==> src/rtl/instr_fetch.sv <==
// instr_fetch: MIPS IF stage (fetch PC, IF/ID, skid, delay-slot redirects); IFETCH_ALIGN_CHECK_EN adds JR misalignment fault
module instr_fetch #(
  parameter logic [31:0] RESET_PC = 32'h0000_0000
) (
  input  logic        clk,
  input  logic        rst,
  output logic        imem_req_valid,
  output logic [31:0] imem_req_addr,
  input  logic        imem_req_ready,
  input  logic        imem_rsp_valid,
  input  logic [31:0] imem_rsp_data,
  input  logic        stall,
  input  logic        jump_branch,
  input  logic        jump_target,
  input  logic        jump_reg,
  input  logic [31:0] jr_pc,
  output logic [31:0] pc_id,
  output logic [31:0] instr_id,
  output logic        valid_id
`ifdef IFETCH_ALIGN_CHECK_EN
  ,
  output logic        fault_misaligned
`endif
);
  typedef enum logic [1:0] {S_REQ, S_WAIT, S_HOLD} state_t;
  state_t st, st_nx;
  logic [31:0] fetch_pc, req_pc, sk_pc, sk_instr, pend_tgt, slot_pc, tgt;
  logic sk_valid, pend_valid, held, rsp, ld, redir, defer, now, acc, halt, stop;
  // redirect target and whether the delay slot is still to be requested (defer) or already out (now)
  always_comb begin
    slot_pc = pc_id + 32'd4;
    tgt = jump_reg ? (jr_pc & ~32'd3)
        : jump_target ? {slot_pc[31:28], instr_id[25:0], 2'b00}
        : slot_pc + {{14{instr_id[15]}}, instr_id[15:0], 2'b00};
    rsp = (st == S_WAIT) & imem_rsp_valid;
    ld = ~valid_id | ~stall;
    redir = valid_id & ~stall & (jump_reg | jump_target | jump_branch);
    defer = redir & ((fetch_pc == slot_pc) | held);
    now = redir & ~defer;
  end
  // request outputs; a fresh request after a resolved redirect goes straight to the target
  always_comb begin
    imem_req_addr = now ? tgt : fetch_pc;
    imem_req_valid = ~rst & ~halt & ~stop & ((st == S_REQ) | (rsp & ld));
    acc = imem_req_valid & imem_req_ready;
  end
  // next-state logic
  always_comb begin
    st_nx = (st == S_REQ) ? (halt ? S_HOLD : acc ? S_WAIT : S_REQ)
          : (st == S_WAIT) ? (~imem_rsp_valid ? S_WAIT : ~ld ? S_HOLD : acc ? S_WAIT : S_REQ)
          : (ld & ~halt) ? S_REQ : S_HOLD;
  end
  // state register
  always_ff @(posedge clk) begin
    st <= rst ? S_REQ : st_nx;
  end
  // fetch PC, pending redirect, IF/ID register and skid buffer
  always_ff @(posedge clk) begin
    if (rst) begin
      fetch_pc <= RESET_PC;
      req_pc <= RESET_PC;
      pend_valid <= 1'b0;
      pend_tgt <= 32'd0;
      held <= 1'b0;
      valid_id <= 1'b0;
      pc_id <= 32'd0;
      instr_id <= 32'd0;
      sk_valid <= 1'b0;
      sk_pc <= 32'd0;
      sk_instr <= 32'd0;
    end else begin
      if (acc) begin
        req_pc <= imem_req_addr;
        fetch_pc <= defer ? tgt : pend_valid ? pend_tgt : imem_req_addr + 32'd4;
        pend_valid <= 1'b0;
      end else if (now) begin
        fetch_pc <= tgt;
      end else if (defer) begin
        pend_valid <= 1'b1;
        pend_tgt <= tgt;
      end
      held <= imem_req_valid & ~imem_req_ready;
      if (ld) begin
        valid_id <= sk_valid | rsp;
        pc_id <= sk_valid ? sk_pc : rsp ? req_pc : pc_id;
        instr_id <= sk_valid ? sk_instr : rsp ? imem_rsp_data : 32'd0;
        sk_valid <= 1'b0;
      end else if (rsp) begin
        sk_valid <= 1'b1;
        sk_pc <= req_pc;
        sk_instr <= imem_rsp_data;
      end
    end
  end
`ifdef IFETCH_ALIGN_CHECK_EN
  logic bad, pend_halt;
  assign bad = jump_reg & (jr_pc[1:0] != 2'b00);
  assign stop = now & bad;
  // sticky fault; fetching halts once the delay slot of a misaligned JR has been requested
  always_ff @(posedge clk) begin
    if (rst) begin
      fault_misaligned <= 1'b0;
      halt <= 1'b0;
      pend_halt <= 1'b0;
    end else begin
      if (redir & bad) fault_misaligned <= 1'b1;
      if (stop | (acc & (defer ? bad : pend_valid & pend_halt))) halt <= 1'b1;
      if (defer & ~acc) pend_halt <= bad;
    end
  end
`else
  assign stop = 1'b0;
  assign halt = 1'b0;
`endif
endmodule

==> config.mk <==
export PLATFORM = sky130hd
export DESIGN_NAME = instr_fetch
export DESIGN_NICKNAME = d
export VERILOG_FILES = /design/src/rtl/instr_fetch.sv
export SDC_FILE = /design/constraint.sdc
export NUM_CORES = 1
export LEC_CHECK = 0
export CORE_AREA = 8 8 211 213
export CTS_BUF_LIST = sky130_fd_sc_hd__clkbuf_4 sky130_fd_sc_hd__clkbuf_8 sky130_fd_sc_hd__clkbuf_16
export DETAILED_ROUTE_END_ITERATION = 12
export DIE_AREA = 0 0 219 221
export GPL_TIMING_DRIVEN = 1
export SLEW_MARGIN = 20
export SYNTH_ARGS = -nofsm -noshare
export SYNTH_HDL_FRONTEND = slang
export SYNTH_SLANG_ARGS = --single-unit
==> constraint.sdc <==
create_clock -name clk -period 5.1 [get_ports clk]
set_input_delay 0.51 -clock clk [delete_from_list [all_inputs] [get_ports clk]]
set_output_delay 0.51 -clock clk [all_outputs]
set_load 0.03 [all_outputs]
==> results.txt <==
----------------------------------------------------
[Yosys]
  Cell type contributing the most total cell area after synthesis ... sky130_fd_sc_hd__dfxtp_1
  Area of the mapped netlist ... 14,600 um2
  Area share of the leading cell type in the synthesized netlist ... 0.316
  Synth Instances ... approximately 1.9k
  Count of cell types in the netlist ... between 100 and 150
  Syn. warnings ... 0
  Predominant post-synthesis flop cell ... sky130_fd_sc_hd__dfxtp_1
  Syn Nets ... approximately 2.0k
  Part of the Yosys area used for sequential elements ... 0.316
  Flip-flop and latch count after synthesis ... between 200 and 250
  Synth top area cells ... sky130_fd_sc_hd__dfxtp_1 (32%), sky130_fd_sc_hd__nand2_1 (9.3%), sky130_fd_sc_hd__a21oi_1 (5.8%)
  Mean post-synth cell area ... between 7 and 8 um2
  Number of synthesized flops with an enable pin ... 0
  Post-synthesis async set-or-reset flop share ... 0

[CTS]
  Clock transition at the registers of the reported paths ... approximately 60 ps
  TritonCTS clock tree ... done
  TritonCTS Buffers ... 27
  Insertion delay of the later-clocked pin in the worst-skew pair ... around 580 ps
  Hold buffer count at cts ... 0
  Library cell used as clock root buffer ... sky130_fd_sc_hd__clkbuf_16
  Clock H-tree levels ... 1
  Count of clock tree sinks ... 230
  Max Root-Sink Buffers ... 3

[Hold path]
  Number of instances on the worst hold path ... 2
  Hold wc startpoint ... rst
  Worst hold path type ... input pin to register
  Hold EP ... pend_tgt[12]$_SDFFE_PP0P_

[Placed design]
  Global placement routability congestion ... between 0.9 and 1
  Number of port buffers ... 167
  Minimum setup slack after placement ... around 74 ps
  Count of placed standard cells including taps ... around 2.6k
  DP Wirelength ... roughly 41,000 um
  Post-detailed-placement cell area ... 17,100 um2

[Power]
  Sequential power share ... 0.401
  Lkg Pwr ... ~6.9 nW
  Gate power share ... 0.174
  Peak supply drop ... 0.259 mV
  Share of power burned in the clock network ... 0.424
  Sw Ratio ... 0.292
  Power density cells ... ~250 nW/um2
  Switching power of the nets ... approximately 1.4 mW
  Internal Pwr Total ... roughly 3.4 mW

[Die]
  Initial core utilization ... 0.352
  DIE WIDTH ... 219 um
  Row Count ... between 70 and 80
  Die height ... between 200 and 250 um
  Area of the core ... between 40,000 and 50,000 um2
  Die Area ... 48,400 um2
  Number of top-level design ports ... 170

[Global route]
  Aggregate global-route resource usage ... 0.221
  First-pass GRT wire length ... 85,300 um
  Vias in the first global route ... ~14k
  Largest net degree at the start of global routing ... ~80
  Overall overflow remaining after global route ... 0
  Antenna violations before repair ... 2

[Setup path]
  Nature of the critical path endpoint ... output port
  Register-to-register path setup slack ... between 150 and 200 ps
  Launching point of the worst reg2reg path ... pc_id[3]$_SDFFE_PP0P_
  Cells on worst reg2reg path ... 21
  CP Launch Point ... pc_id[3]$_SDFFE_PP0P_
  Critical path class ... register to output port
  Required time reported for the critical path endpoint ... ~4600 ps
  Endpoint arrival time on the critical path ... ~4600 ps
  Maximum fanout along the worst path ... 8
  Worst flop-to-flop path endpoint ... fetch_pc[28]$_SDFF_PP0_
  CP startpoint kind ... register

[Timing]
  Max frequency ... 196 MHz
  Worst-case setup margin in the final layout ... -11.9 ps
  Number of max-slew violations in the final report ... 0
  Worst hold slack after final layout ... roughly 300 ps
  Final worst clock skew ... 16.1 ps
  Slew margin rel. ... 0.367
  Least-Margin Pin Slew ... between 900 and 1000 ps
  Final number of hold-violating endpoints ... 0
  Final worst path period share ... 1.00
  Min Tclk post-route ... between 5000 and 6000 ps
  Aggregate negative setup slack ... -11.9 ps
  Setup Viol. Count Final ... 1
  Setup repair after global routing missed its margin ... true

[Drt]
  Total wirelength of the detailed-routed design ... 56,600 um
  Detailed-route via count ... ~15k
  Post-route DRC violation count ... 0
  WL/cell ... roughly 21 um
  Via/cell ratio ... 5.74
  Iteration count of the initial detailed-routing pass ... 5
  Residual antenna-violating net count after detailed routing ... 0
  Iter 0 DRT Violations ... approximately 1.3k

[Cells and area]
  Relative area change from synthesis to final layout ... 29.2%
  Layout cell share with drive strength beyond 1 ... 0.164
  Fill count ... just over 4k
  Multi-input combinational cell area ... between 9000 and 10,000 um2
  Non-filler instance count after layout ... roughly 2.7k
  Sequential cell area in the final layout ... roughly 4600 um2
  Final design area excluding fillers ... between 15,000 and 20,000 um2
  Count of nets after finishing ... 2,215

[Flow run]
  Number of maximum-capacitance constraint violations ... 0

[Outcome]
  Outcome ... finished with violations
  Violations in the final reports ... negative setup slack

----------------------------------------------------
## kinds of logic (layout without fill, tap and decap cells)
group | after synthesis | in the layout | synth area share
and+or+nand+nor | 781 | 781 | 0.263
AOI/OAI and AO/OA | 533 | 533 | 0.237
DFF | 230 | 230 | 0.316
buffers and inverters | 187 | 396 | 0.0543
muxes | 77 | 77 | 0.0549
xor gates and xnor gates | 72 | 72 | 0.0433
adders and majority gates | 35 | 35 | 0.0306
other | 0 | 2 | 0
## through the flow
stage	util	total power [mW]
floorplan	-	2.36
global placement	0.415	2.71
detailed placement	0.415	2.71
CTS	0.445	4.74
global route	0.455	4.90
finish	0.455	4.73
## power by group through the flow
| stage | combinational, mW | clock (mW) | sequential [mW] |
|---|---|---|---|
| finish | 0.825 | 2.01 | 1.90 |
| detailed placement | 0.778 | 0 | 1.94 |
| global route | 0.879 | 2.12 | 1.91 |
| global placement | 0.774 | 0 | 1.93 |
| floorplan | 0.406 | 0 | 1.96 |
| CTS | 0.797 | 2.05 | 1.90 |
## synth_stat cells, types with 10 or more instances
cell type,instances
sky130_fd_sc_hd__xnor2_1,45
sky130_fd_sc_hd__and2_1,20
sky130_fd_sc_hd__o21ai_0,88
sky130_fd_sc_hd__nor2_1,108
sky130_fd_sc_hd__nor3_1,30
sky130_fd_sc_hd__and3_1,34
sky130_fd_sc_hd__o31ai_1,11
sky130_fd_sc_hd__a21oi_1,168
sky130_fd_sc_hd__nand4_1,27
sky130_fd_sc_hd__inv_1,48
sky130_fd_sc_hd__a211oi_1,49
sky130_fd_sc_hd__nand2_1,359
sky130_fd_sc_hd__nand2b_1,10
sky130_fd_sc_hd__o2bb2ai_1,10
sky130_fd_sc_hd__o211ai_1,21
sky130_fd_sc_hd__xor2_1,27
sky130_fd_sc_hd__and4_1,11
sky130_fd_sc_hd__buf_2,20
sky130_fd_sc_hd__a31oi_1,48
sky130_fd_sc_hd__mux2i_1,64
sky130_fd_sc_hd__nand3b_1,16
sky130_fd_sc_hd__or3_1,19
sky130_fd_sc_hd__ha_1,34
sky130_fd_sc_hd__a21o_1,21
sky130_fd_sc_hd__clkbuf_1,99
sky130_fd_sc_hd__nand3_1,82
sky130_fd_sc_hd__dfxtp_1,230
## critical path: stages (launching register included)
cell and delay (ps):
sky130_fd_sc_hd__dfxtp_2 350, sky130_fd_sc_hd__ha_4 170, sky130_fd_sc_hd__nand4_4 130, sky130_fd_sc_hd__buf_8 180
sky130_fd_sc_hd__buf_4 140, sky130_fd_sc_hd__nor3_2 210, sky130_fd_sc_hd__xor2_2 160, sky130_fd_sc_hd__ha_1 360
sky130_fd_sc_hd__nand4_1 130, sky130_fd_sc_hd__or2_2 330, sky130_fd_sc_hd__a211o_4 360, sky130_fd_sc_hd__a31oi_4 200
sky130_fd_sc_hd__o21bai_1 120, sky130_fd_sc_hd__a211o_1 300, sky130_fd_sc_hd__o211ai_1 130, sky130_fd_sc_hd__xnor2_1 100
sky130_fd_sc_hd__mux2_4 300, sky130_fd_sc_hd__o21a_4 230, sky130_fd_sc_hd__buf_12 140
## cell type report
type / count / area share
diodes: 2 / 0.000266
well taps: 539 / 0.0359
multi-input cells: 1498 / 0.513
clock inverters: 8 / 0.00612
flip-flops and latches: 230 / 0.246
clock buffers: 37 / 0.0419
repair buffers: 301 / 0.148
inverters: 50 / 0.00998
## placed cells by master, fill, tap and decap left out, types with 27 or more instances in the layout
master / synthesis / final
sky130_fd_sc_hd__a31oi_1: 48 / 46
sky130_fd_sc_hd__mux2i_1: 64 / 53
sky130_fd_sc_hd__ha_1: 34 / 27
sky130_fd_sc_hd__buf_4: 8 / 148
sky130_fd_sc_hd__clkbuf_16: 0 / 27
sky130_fd_sc_hd__o21ai_0: 88 / 84
sky130_fd_sc_hd__and3_1: 34 / 33
sky130_fd_sc_hd__a211oi_1: 49 / 48
sky130_fd_sc_hd__clkdlybuf4s50_1: 0 / 134
sky130_fd_sc_hd__nor2_1: 108 / 101
sky130_fd_sc_hd__nor3_1: 30 / 27
sky130_fd_sc_hd__nand3_1: 82 / 81
sky130_fd_sc_hd__a21oi_1: 168 / 161
sky130_fd_sc_hd__dfxtp_1: 230 / 221
sky130_fd_sc_hd__nand4_1: 27 / 27
sky130_fd_sc_hd__nand2_1: 359 / 356
sky130_fd_sc_hd__xnor2_1: 45 / 36
sky130_fd_sc_hd__inv_1: 48 / 44
## how the worst max path moves through the flow
stage                                         end  slack [ps]  depth (start not counted)
after detailed placement  fetch_pc[25]$_SDFF_PP0_          70                         20
after floorplan           fetch_pc[28]$_SDFF_PP0_         100                         22
after global routing            imem_req_addr[31]        -230                         18
after global placement    fetch_pc[25]$_SDFF_PP0_         100                         20
final                           imem_req_addr[31]         -10                         18
after CTS                       imem_req_addr[24]         -60                         16
## flip-flops by register name (all words and copies together) (netlist names), 2 cells and up
| signal | count |
|---|---|
| fetch_pc | 32 |
| instr_id | 32 |
| pc_id | 32 |
| pend_tgt | 32 |
| req_pc | 32 |
| sk_instr | 32 |
| sk_pc | 32 |
| st | 2 |
## per-layer routing
metal  track usage  wire length (um)  up-vias
met5             0                 0        -
met4        0.0936              2580        0
met3        0.0340              3140      120
met2         0.363             27000      524
met1         0.283             23900     7355
li1              -                 -     7307
## what timing repair did
item	4_1_cts	5_1_grt
resized for setup	49	63
endpoints found under the setup margin	25	37
endpoints found under the hold margin	0	0
pin swaps	9	17
buffers inserted	13	20
Note: power is estimated with default switching activity, not from simulation.
